[src/rtl/lsu_pkg.sv]
// Shared types and encodings for the load/store unit: FSM states, exception
// codes, RV32 funct3 widths and the base byte-strobe helper.
package lsu_pkg;

  typedef enum logic [1:0] {IDLE, REQ, RESP, DONE} state_t;

  localparam logic [2:0] EXC_NONE        = 3'd0;
  localparam logic [2:0] EXC_LD_MISALIGN = 3'd1;
  localparam logic [2:0] EXC_ST_MISALIGN = 3'd2;
  localparam logic [2:0] EXC_LD_BUS      = 3'd3;
  localparam logic [2:0] EXC_ST_BUS      = 3'd4;
  localparam logic [2:0] EXC_ILLEGAL     = 3'd5;

  localparam logic [2:0] F3_LB  = 3'b000;
  localparam logic [2:0] F3_LH  = 3'b001;
  localparam logic [2:0] F3_LW  = 3'b010;
  localparam logic [2:0] F3_LBU = 3'b100;
  localparam logic [2:0] F3_LHU = 3'b101;
  localparam logic [2:0] F3_SB  = 3'b000;
  localparam logic [2:0] F3_SH  = 3'b001;
  localparam logic [2:0] F3_SW  = 3'b010;

  // Byte strobes for an access of the given size at lane 0.
  function automatic logic [3:0] base_strb(input logic [1:0] size);
    case (size)
      2'b00:   base_strb = 4'b0001;
      2'b01:   base_strb = 4'b0011;
      default: base_strb = 4'b1111;
    endcase
  endfunction

endpackage

[src/rtl/lsu_align.sv]
// Combinational access shaping: width legality, alignment, store lane
// placement and load extraction with sign/zero extension.
module lsu_align
  import lsu_pkg::*;
#(
  parameter int unsigned DATA_W = 32
) (
  input  logic [2:0]        funct3,
  input  logic [1:0]        off,
  input  logic              is_load,
  input  logic              is_store,
  input  logic [DATA_W-1:0] sdata,
  input  logic [DATA_W-1:0] rdata,
  output logic              misalign,
  output logic              illegal,
  output logic [3:0]        wstrb,
  output logic [DATA_W-1:0] wdata,
  output logic [DATA_W-1:0] ldata
);

  logic [DATA_W-1:0] shifted;

  always_comb begin
    illegal = (is_load && (funct3 == 3'b011 || funct3[2:1] == 2'b11)) ||
              (is_store && (funct3 >= 3'b011));
    misalign = (is_load || is_store) && !illegal &&
               ((funct3[1:0] == 2'b01 && off[0]) ||
                (funct3[1:0] == 2'b10 && off != 2'b00));
  end

  assign wstrb   = 4'(base_strb(funct3[1:0]) << off);
  assign wdata   = sdata << {off, 3'b000};
  assign shifted = rdata >> {off, 3'b000};

  // Extract the addressed lane and extend to the full register width.
  always_comb begin
    ldata = shifted;
    case (funct3)
      F3_LB:   ldata = {{(DATA_W-8){shifted[7]}}, shifted[7:0]};
      F3_LH:   ldata = {{(DATA_W-16){shifted[15]}}, shifted[15:0]};
      F3_LBU:  ldata = {{(DATA_W-8){1'b0}}, shifted[7:0]};
      F3_LHU:  ldata = {{(DATA_W-16){1'b0}}, shifted[15:0]};
      default: ldata = shifted;
    endcase
  end

endmodule

[src/rtl/lsu.sv]
// Multi-cycle load/store unit: accepts one op, performs at most one bus
// transaction, and hands the aligned result and exception code to writeback.
module lsu
  import lsu_pkg::*;
#(
  parameter int unsigned ADDR_W = 32,
  parameter int unsigned DATA_W = 32
) (
  input  logic              clk,
  input  logic              rst,
  input  logic              in_valid,
  output logic              in_ready,
  input  logic              in_is_load,
  input  logic              in_is_store,
  input  logic [2:0]        in_funct3,
  input  logic [ADDR_W-1:0] in_addr,
  input  logic [DATA_W-1:0] in_data,
  input  logic [4:0]        in_rd,
  output logic              out_valid,
  input  logic              out_ready,
  output logic [DATA_W-1:0] out_data,
  output logic [4:0]        out_rd,
  output logic              out_wen,
  output logic [2:0]        out_exc,
  output logic              req_valid,
  input  logic              req_ready,
  output logic              req_wen,
  output logic [ADDR_W-1:0] req_addr,
  output logic [DATA_W-1:0] req_wdata,
  output logic [3:0]        req_wstrb,
  input  logic              rsp_valid,
  output logic              rsp_ready,
  input  logic [DATA_W-1:0] rsp_rdata,
  input  logic              rsp_err
);

  state_t      state;
  logic        op_load;
  logic        op_store;
  logic [2:0]  op_funct3;
  logic [1:0]  op_off;

  logic        a_load;
  logic        a_store;
  logic [2:0]  a_funct3;
  logic [1:0]  a_off;
  logic        misalign;
  logic        illegal;
  logic [3:0]  sh_wstrb;
  logic [DATA_W-1:0] sh_wdata;
  logic [DATA_W-1:0] ldata;

  // The shaper sees the incoming op while idle and the latched op afterwards.
  always_comb begin
    a_load   = (state == IDLE) ? in_is_load  : op_load;
    a_store  = (state == IDLE) ? in_is_store : op_store;
    a_funct3 = (state == IDLE) ? in_funct3   : op_funct3;
    a_off    = (state == IDLE) ? in_addr[1:0] : op_off;
  end

  lsu_align #(.DATA_W(DATA_W)) u_align (
    .funct3   (a_funct3),
    .off      (a_off),
    .is_load  (a_load),
    .is_store (a_store),
    .sdata    (in_data),
    .rdata    (rsp_rdata),
    .misalign (misalign),
    .illegal  (illegal),
    .wstrb    (sh_wstrb),
    .wdata    (sh_wdata),
    .ldata    (ldata)
  );

  always_ff @(posedge clk or posedge rst) begin
    if (rst) begin
      state     <= IDLE;
      op_load   <= 1'b0;
      op_store  <= 1'b0;
      op_funct3 <= 3'd0;
      op_off    <= 2'd0;
      in_ready  <= 1'b1;
      out_valid <= 1'b0;
      out_data  <= '0;
      out_rd    <= 5'd0;
      out_wen   <= 1'b0;
      out_exc   <= EXC_NONE;
      req_valid <= 1'b0;
      req_wen   <= 1'b0;
      req_addr  <= '0;
      req_wdata <= '0;
      req_wstrb <= 4'd0;
      rsp_ready <= 1'b0;
    end else begin
      case (state)
        IDLE: begin
          if (in_valid) begin
            op_load   <= in_is_load;
            op_store  <= in_is_store;
            op_funct3 <= in_funct3;
            op_off    <= in_addr[1:0];
            out_rd    <= in_rd;
            in_ready  <= 1'b0;
            if (illegal || misalign) begin
              out_data  <= '0;
              out_wen   <= 1'b0;
              out_exc   <= illegal ? EXC_ILLEGAL :
                           (in_is_load ? EXC_LD_MISALIGN : EXC_ST_MISALIGN);
              out_valid <= 1'b1;
              state     <= DONE;
            end else if (!in_is_load && !in_is_store) begin
              out_data  <= in_data;
              out_wen   <= (in_rd != 5'd0);
              out_exc   <= EXC_NONE;
              out_valid <= 1'b1;
              state     <= DONE;
            end else begin
              req_valid <= 1'b1;
              req_wen   <= in_is_store;
              req_addr  <= {in_addr[ADDR_W-1:2], 2'b00};
              req_wdata <= in_is_store ? sh_wdata : '0;
              req_wstrb <= in_is_store ? sh_wstrb : 4'd0;
              state     <= REQ;
            end
          end
        end
        REQ: begin
          if (req_ready) begin
            req_valid <= 1'b0;
            rsp_ready <= 1'b1;
            state     <= RESP;
          end
        end
        RESP: begin
          if (rsp_valid) begin
            rsp_ready <= 1'b0;
            out_valid <= 1'b1;
            out_data  <= (op_load && !rsp_err) ? ldata : '0;
            out_wen   <= op_load && !rsp_err && (out_rd != 5'd0);
            out_exc   <= rsp_err ? (op_load ? EXC_LD_BUS : EXC_ST_BUS) : EXC_NONE;
            state     <= DONE;
          end
        end
        DONE: begin
          if (out_ready) begin
            out_valid <= 1'b0;
            out_wen   <= 1'b0;
            in_ready  <= 1'b1;
            state     <= IDLE;
          end
        end
        default: state <= IDLE;
      endcase
    end
  end

endmodule

[config.mk]
export PLATFORM = sky130hd
export DESIGN_NAME = lsu
export DESIGN_NICKNAME = d
export VERILOG_FILES = /design/src/rtl/lsu_pkg.sv /design/src/rtl/lsu_align.sv /design/src/rtl/lsu.sv
export SDC_FILE = /design/constraint.sdc
export NUM_CORES = 1
export LEC_CHECK = 0
export ABC_CLOCK_PERIOD_IN_PS = 5400
export BUFFER_PORTS_ARGS = -buffer_cell sky130_fd_sc_hd__buf_2
export CAP_MARGIN = 30
export CELL_PAD_IN_SITES_DETAIL_PLACEMENT = 2
export CELL_PAD_IN_SITES_GLOBAL_PLACEMENT = 2
export CORE_MARGIN = 1.5
export CORE_UTILIZATION = 32
export DETAILED_ROUTE_END_ITERATION = 8
export HOLD_SLACK_MARGIN = 0.05
export PLACE_DENSITY = 0.81
export SKIP_LAST_GASP = 1
export SLEW_MARGIN = 20
export SYNTH_ARGS = -nofsm -noshare
export SYNTH_HDL_FRONTEND = slang
export SYNTH_HIERARCHICAL = 1
export SYNTH_SLANG_ARGS = --single-unit
[constraint.sdc]
create_clock -name clk -period 5.4 [get_ports clk]
set_clock_uncertainty 0.15 [all_clocks]
set_input_delay 1.08 -clock clk [delete_from_list [all_inputs] [get_ports clk]]
set_output_delay 1.08 -clock clk [all_outputs]
set_load 0.01 [all_outputs]
# == After elaboration in Yosys (flattened, before gate mapping) ==
# Index checks and enable logic that the tools add are counted.
# totals
input_bits,113
reg_bits,121
output_inout_bits,114
# op_classes
order_cmp,1
reduce_logical,37
muxes,52
bitwise_logic,2
shift,3
eq_ne,17
# op_table
op,n
$mux 32,6
$pmux 32 s4,1
$pmux 32 s2,1
$shl 32x5->32,1
$shr 32x5->32,1
$mux 3,8
$mux 1,19
$mux 2,8
$ne 2x2->1 const B,6
$reduce_and 4->1,3
$reduce_and 5->1,2
$reduce_bool 2->1,5
$reduce_bool 5->1,2
$logic_and 1x1->1,9
$eq 2x2->1 const B,4
$pmux 2 s4,1
$pmux 4 s2,1
$eq 3x3->1 const B,2
$pmux 1 s2,3
$pmux 1 s3,2
$pmux 3 s2,1
$reduce_and 3->1,2
$logic_or 1x1->1,5
$eq 2x1->1 const B,2
12 further kinds,17

# == Longest topological paths before layout ==
# depth
ltp_word,13
mapped_depth,14

# == Modules after synthesis ==
# The synthesis kept the hierarchy.
# by_module_without_submodules
module,instances,seq_area_each_um2,area_per_inst_um2,cells_per_inst
lsu,1,3029.2,5305.1,361
lsu_align,1,0.0,1468.9,214

# == Least setup slack after synthesis ==
# Ideal clock, no wire load.
# synth_timing
path_kind,input port to flip-flop
from,in in_funct3[1]
to,reg out_data[0]
path_stages,11
path_buffers,3
setup_time_ns,0.125
t_arrival_ns,3.343
path_slack_ns,1.782
cell_sequence,mux2_2 > buf_2 > a21oi_1 > nor2_1 > nor4b_1 > nor2_2 > a21oi_2 > o21a_1 > buf_6 > buf_8 > mux2_4
# synth_via
elab_chain_len,12
# synth_lines
item,line,rtl
start: declaration,lsu.sv:15,"input logic [2:0] in_funct3,"
$mux 3 (*),lsu.sv:57,a_funct3 = (state == IDLE) ? in_funct3 : op_funct3;
branches (longest 3 deep; another with $ge 3x2->1),-,
$logic_or 1x1->1 (*),lsu_align.sv:24,illegal = (is_load && (funct3 == 3'b011 || funct3[2:1] == 2'b11)) ||
named net illegal,lsu.sv:48,logic illegal;
$logic_not 1->1 (*),lsu_align.sv:26,misalign = (is_load || is_store) && !illegal &&
$logic_and 1x1->1 (*) (2 in a row),lsu_align.sv:26,
named net misalign,lsu.sv:47,logic misalign;
$logic_or 1x1->1 (*),lsu.sv:104,if (illegal || misalign) begin
$mux 32,lsu.sv:104,
$mux 32,lsu.sv:97,if (in_valid) begin
$pmux 32 s2,lsu.sv:95,case (state)
end signal: assignment,lsu.sv:112,out_data <= in_data;
end signal: assignment,lsu.sv:138,out_data <= (op_load && !rsp_err) ? ldata : '0;
end: declaration,lsu.sv:21,"output logic [DATA_W-1:0] out_data,"
# Mark *: on every way through the listed nets, which the timed path passes. The select of a mux whose other input is x is not followed.
# A chain may end at the register's enable or synchronous reset.

# == Final worst setup path ==
# layout_timing
from,reg state[0]
to,reg out_data[0]
# layout_via
elab_chain_len,13
# layout_lines
item,line,rtl
start: declaration,lsu.sv:37,state_t state;
start signal: assignment,lsu.sv:77,state <= IDLE;
start signal: assignment,lsu.sv:110,state <= DONE;
start signal: assignment,lsu.sv:116,state <= DONE;
$logic_not 2->1 (*),lsu.sv:57,
$mux 3 (*),lsu.sv:57,
named net a_funct3[1],lsu.sv:45,logic [2:0] a_funct3;
branches (longest 3 deep; another with $ge 3x2->1),-,
$logic_or 1x1->1 (*),lsu_align.sv:24,
named net illegal,lsu.sv:48,
$logic_not 1->1 (*),lsu_align.sv:26,
$logic_and 1x1->1 (*) (2 in a row),lsu_align.sv:26,
named net misalign,lsu.sv:47,
$logic_or 1x1->1 (*),lsu.sv:104,
$mux 32,lsu.sv:104,
$mux 32,lsu.sv:97,
$pmux 32 s2,lsu.sv:95,
# Marked as above.

==> flow_summary.html <==
<table>
<tr><th>Metric</th><th>Value</th></tr>
<tr><th colspan="2">GRT</th></tr>
<tr><td>Global-route layer with the greatest usage</td><td>met2</td></tr>
<tr><td>Global route total overflow</td><td>0</td></tr>
<tr><td>Global Route met1 Usage</td><td>0.298</td></tr>
<tr><td>Global-route usage over all layers</td><td>0.225</td></tr>
<tr><td>Fraction of met3 tracks used by global routing</td><td>0.0485</td></tr>
<tr><td>Largest net degree at the start of global routing</td><td>68</td></tr>
<tr><td>Number of global-route vias before repair</td><td>6134</td></tr>
<tr><td>Met2 demand-to-capacity share in global routing</td><td>0.356</td></tr>
<tr><td>First-pass GRT wire length</td><td>37.3 mm</td></tr>
<tr><td>Number of antenna violations at the first check in global routing</td><td>3</td></tr>
<tr><th colspan="2">Hold path</th></tr>
<tr><td>Endpoint of the worst hold-timing path</td><td>req_wstrb[3]$_DFFE_PP0P_</td></tr>
<tr><td>Hold path startpoint</td><td>req_wstrb[3]$_DFFE_PP0P_</td></tr>
<tr><td>Classification of the worst-slack hold path</td><td>flop to flop</td></tr>
<tr><td>Worst hold path depth</td><td>1</td></tr>
<tr><th colspan="2">Place</th></tr>
<tr><td>Final HPWL from detailed placement</td><td>18.0 mm</td></tr>
<tr><td>Final GP Congestion</td><td>0.830</td></tr>
<tr><td>Inst Count DP</td><td>1038</td></tr>
<tr><td>Number of port buffers</td><td>224</td></tr>
<tr><td>Placement Cell Area</td><td>8030 um^2</td></tr>
<tr><td>DP Worst Slack</td><td>742 ps</td></tr>
<tr><th colspan="2">Floorplanning</th></tr>
<tr><td>Starting utilization of the core area</td><td>0.324</td></tr>
<tr><td>Floorplan die area</td><td>22100 um^2</td></tr>
<tr><td>I/O pins</td><td>227</td></tr>
<tr><td>Core Box Area</td><td>20900 um^2</td></tr>
<tr><td>Die X</td><td>148 um</td></tr>
<tr><td>Row cnt</td><td>53</td></tr>
<tr><td>Overall die height</td><td>148 um</td></tr>
<tr><th colspan="2">Power and ir drop</th></tr>
<tr><td>Static Leakage</td><td>4.26 nW</td></tr>
<tr><td>Power density over the cells</td><td>719 nW/um^2</td></tr>
<tr><td>Combinational power share</td><td>0.559</td></tr>
<tr><td>Cell-internal power</td><td>3.59 mW</td></tr>
<tr><td>Part of the power in registers</td><td>0.252</td></tr>
<tr><td>Total power consumption of the routed design</td><td>6.21 mW</td></tr>
<tr><td>Switching power summed over all nets</td><td>2.62 mW</td></tr>
<tr><td>Switching portion of total power</td><td>0.422</td></tr>
<tr><td>Clock share of power</td><td>0.190</td></tr>
<tr><td>Peak VDD IR</td><td>0.243 mV</td></tr>
<tr><th colspan="2">Status</th></tr>
<tr><td>Status</td><td>finished clean</td></tr>
<tr><th colspan="2">Clock tree</th></tr>
<tr><td>Number of buffers added by the clock tree synthesis step</td><td>17</td></tr>
<tr><td>H-Tree Depth</td><td>4</td></tr>
<tr><td>Clk slew on worst S/H paths</td><td>60 ps</td></tr>
<tr><td>CTS tree</td><td>yes</td></tr>
<tr><td>Resize count post-CTS</td><td>0</td></tr>
<tr><td>Buffers from clock root to sink, at most</td><td>2</td></tr>
<tr><td>Sink count of the clock tree</td><td>121</td></tr>
<tr><td>Post-CTS Setup Bufs</td><td>0</td></tr>
<tr><td>Clock Latency Late Sink</td><td>420 ps</td></tr>
<tr><td>Number of buffers added to fix hold violations after cts</td><td>0</td></tr>
<tr><td>CTS Root Cell</td><td>sky130_fd_sc_hd__clkbuf_16</td></tr>
<tr><th colspan="2">Timing</th></tr>
<tr><td>Achievable Freq</td><td>223 MHz</td></tr>
<tr><td>Worst-case setup margin in the final layout</td><td>920 ps</td></tr>
<tr><td>Time the worst path needs with I/O delays and setup</td><td>4480 ps</td></tr>
<tr><td>Max-Slew Margin vs Limit</td><td>0.396</td></tr>
<tr><td>Number of endpoints with negative hold slack in the final report</td><td>0</td></tr>
<tr><td>Max Transition Viols Final</td><td>0</td></tr>
<tr><td>RSZ-0062 raised after global routing</td><td>false</td></tr>
<tr><td>Final sum of negative setup slack</td><td>0 ps</td></tr>
<tr><td>Slew at the pin closest to its max-slew limit</td><td>905 ps</td></tr>
<tr><td>Post-route worst hold slack</td><td>346 ps</td></tr>
<tr><td>Crit share post-route</td><td>0.830</td></tr>
<tr><td>Final setup fails</td><td>0</td></tr>
<tr><th colspan="2">Route</th></tr>
<tr><td>Total DRC errors in the routed layout</td><td>0</td></tr>
<tr><td>Wirelength, routed</td><td>24.6 mm</td></tr>
<tr><td>Routed via count divided by cell count</td><td>5.25</td></tr>
<tr><td>Detailed-route wire length per cell</td><td>23.0 um</td></tr>
<tr><td>Via count of the routed design</td><td>5633</td></tr>
<tr><td>Drt first-iter violations</td><td>187</td></tr>
<tr><td>Number of routed nets with antenna violations</td><td>0</td></tr>
<tr><td>Detailed-router iteration count before antenna repair</td><td>4</td></tr>
<tr><th colspan="2">Final layout</th></tr>
<tr><td>Nets@finish</td><td>902</td></tr>
<tr><td>Number of non-filler instances in the completed layout</td><td>1073</td></tr>
<tr><td>Post-route cell area</td><td>8630 um^2</td></tr>
<tr><td>Fraction of layout cells with a size suffix above 1</td><td>0.496</td></tr>
<tr><td>Area grow syn2layout</td><td>27.5%</td></tr>
<tr><td>Post-layout util</td><td>0.413</td></tr>
<tr><th colspan="2">Synthesis</th></tr>
<tr><td>Share of the yosys chip area belonging to registers</td><td>0.447</td></tr>
<tr><td>Fraction of post-synthesis cell area in the top cell type by area</td><td>0.443</td></tr>
<tr><td>Largest area contributor in the synthesized netlist</td><td>sky130_fd_sc_hd__dfrtp_1</td></tr>
<tr><td>Cells taking the most area after synthesis</td><td>sky130_fd_sc_hd__dfrtp_1 44%, sky130_fd_sc_hd__mux2_2 10%, sky130_fd_sc_hd__a22o_1 8.8%, sky130_fd_sc_hd__mux2_4 7.1%, sky130_fd_sc_hd__mux2i_1 5.0%</td></tr>
<tr><td>Most frequently used cell type in the post-synthesis netlist</td><td>sky130_fd_sc_hd__dfrtp_1</td></tr>
<tr><td>Number of enable-type register cells in the synthesized netlist</td><td>0</td></tr>
<tr><td>Count of yosys warnings during synthesis</td><td>6</td></tr>
<tr><td>Cell types with the highest counts after synthesis</td><td>120 x sky130_fd_sc_hd__dfrtp_1, 68 x sky130_fd_sc_hd__a22o_1, 63 x sky130_fd_sc_hd__mux2_2, 36 x sky130_fd_sc_hd__nand2_1, 34 x sky130_fd_sc_hd__mux2i_1</td></tr>
<tr><td>Cell count after synthesis</td><td>575</td></tr>
<tr><td>Commonest register cell after synthesis</td><td>sky130_fd_sc_hd__dfrtp_1</td></tr>
<tr><td>Post-synthesis area per instance</td><td>11.8 um^2</td></tr>
<tr><td>Total of flip-flops plus latches after synthesis</td><td>121</td></tr>
<tr><td>Number of unique standard cell types used by synthesis</td><td>49</td></tr>
<tr><td>Cell area after synthesis</td><td>6770 um^2</td></tr>
<tr><td>Share of synthesized registers carrying an async set or reset</td><td>1.00</td></tr>
<tr><th colspan="2">Critical path</th></tr>
<tr><td>Slowest Stage Delay on Critical Path</td><td>680 ps</td></tr>
<tr><td>CP Launch Type</td><td>flop</td></tr>
<tr><td>Cells on worst reg2reg path</td><td>11</td></tr>
<tr><td>Launch point of the worst path</td><td>state[0]$_DFFE_PP0P_</td></tr>
<tr><td>Critical path type</td><td>flop to flop</td></tr>
<tr><td>Cell with the largest stage delay on the worst path</td><td>sky130_fd_sc_hd__nor4b_1</td></tr>
<tr><td>Crit path max fanout</td><td>21</td></tr>
<tr><td>Reg2reg end</td><td>out_data[0]$_DFFE_PP0P_</td></tr>
<tr><td>FF-to-FF Start</td><td>state[0]$_DFFE_PP0P_</td></tr>
<tr><td>Worst setup EP type</td><td>flop</td></tr>
<tr><td>CP cell instances</td><td>inv_1 -&gt; ha_1 -&gt; mux2_2 -&gt; a21oi_1 -&gt; nor2_1 -&gt; nor4b_1 -&gt; nor2_2 -&gt; a21oi_2 -&gt; o21a_2 -&gt; buf_12 -&gt; mux2_4</td></tr>
<tr><td>Worst Path Required</td><td>5550 ps</td></tr>
<tr><td>Reg2Reg Setup Slack</td><td>920 ps</td></tr>
<tr><td>Signal arrival time at the worst endpoint</td><td>4630 ps</td></tr>
<tr><th colspan="2">Flow run</th></tr>
<tr><td>Max-cap violations</td><td>0</td></tr>
</table>
-- worst max path at each step --
stage,endpoint,cells past startpoint
after floorplan,op_funct3[0]$_DFFE_PP0P_,1
after global placement,out_data[9]$_DFFE_PP0P_,10
after detailed placement,out_data[9]$_DFFE_PP0P_,11
after CTS,out_data[11]$_DFFE_PP0P_,11
after global routing,out_data[0]$_DFFE_PP0P_,11
final,out_data[0]$_DFFE_PP0P_,11
-- kinds of logic (layout without fill, tap and decap cells) --
group / Yosys count / in the layout / synth area share
other cells: 1 / 4 / 0.000554
flops: 121 / 121 / 0.447
fa+ha+maj: 6 / 6 / 0.0111
compound gates: 159 / 159 / 0.182
buf+inv: 57 / 277 / 0.0525
simple gates: 100 / 100 / 0.0776
mux: 131 / 131 / 0.229
-- power by group through the flow --
stage | sequential (mW) | clock (mW) | combinational [mW]
floorplan | 1.69 | 0 | 2.35
global placement | 1.55 | 0 | 3.34
detailed placement | 1.58 | 0 | 3.44
CTS | 1.57 | 1.20 | 3.48
global route | 1.61 | 1.23 | 3.75
finish | 1.56 | 1.18 | 3.47
-- placed cells by master (no fill, tap or decap), types with 2 or more instances in the layout --
master,instances
sky130_fd_sc_hd__o211ai_2,10
sky130_fd_sc_hd__dfrtp_1,120
sky130_fd_sc_hd__buf_2,224
sky130_fd_sc_hd__and2_1,8
sky130_fd_sc_hd__nor2_2,3
sky130_fd_sc_hd__nor2b_1,12
sky130_fd_sc_hd__bufinv_16,2
sky130_fd_sc_hd__clkinv_4,4
sky130_fd_sc_hd__or4_1,2
sky130_fd_sc_hd__or2_2,8
sky130_fd_sc_hd__a21oi_1,32
sky130_fd_sc_hd__inv_1,8
sky130_fd_sc_hd__mux2_4,32
sky130_fd_sc_hd__conb_1,2
sky130_fd_sc_hd__o21ai_0,24
sky130_fd_sc_hd__a22o_1,68
sky130_fd_sc_hd__nand3_1,2
sky130_fd_sc_hd__nand2b_1,2
sky130_fd_sc_hd__a211oi_1,8
sky130_fd_sc_hd__ha_1,6
sky130_fd_sc_hd__mux2_2,63
sky130_fd_sc_hd__diode_2,2
sky130_fd_sc_hd__nand2_1,36
sky130_fd_sc_hd__inv_6,6
sky130_fd_sc_hd__clkbuf_16,17
sky130_fd_sc_hd__buf_4,10
sky130_fd_sc_hd__o211ai_1,7
sky130_fd_sc_hd__mux2_1,2
sky130_fd_sc_hd__nand3b_1,2
sky130_fd_sc_hd__nor2_1,17
sky130_fd_sc_hd__mux2i_1,34
-- sequential cells by signal, summed over array words and instances (netlist names) --
signal and count:
op_funct3 3, out_valid 1, op_load 1, req_wdata 32, state 2, req_wen 1
out_rd 5, out_wen 1, op_store 1, req_valid 1, req_wstrb 4, op_off 2
out_exc 3, req_addr 30, in_ready 1, rsp_ready 1, out_data 32
-- critical path: cells and delay by family (launching register included) --
| kind | cells | cell delay (ps) |
|---|---|---|
| AO/OA/AOI/OAI | 3 | 980 |
| adder cells (fa/ha/maj) | 1 | 570 |
| buffers and inverters | 2 | 420 |
| flip-flops | 1 | 420 |
| multiplexers | 2 | 840 |
| AND/OR/NAND/NOR | 3 | 970 |
-- routing by layer --
layer	vias to the layer above	wire length, um	part of all wire
li1	2528	-	-
met1	2879	10800	0.44
met2	183	11700	0.48
met3	41	1390	0.056
met4	2	726	0.029
met5	-	16	0.00065
-- area by class of cell --
| class | instances | area [um^2] |
|---|---|---|
| Clock buffer | 18 | 439 |
| Clock inverter | 14 | 160 |
| Inverter | 9 | 36.3 |
| Tap cell | 275 | 344 |
| Antenna cell | 2 | 5.00 |
| Sequential cell | 121 | 3030 |
| Multi-Input combinational cell | 398 | 3400 |
| Fill cell | 2279 | 12300 |
| Timing Repair Buffer | 236 | 1220 |
Power figures use the tool's default switching activity.
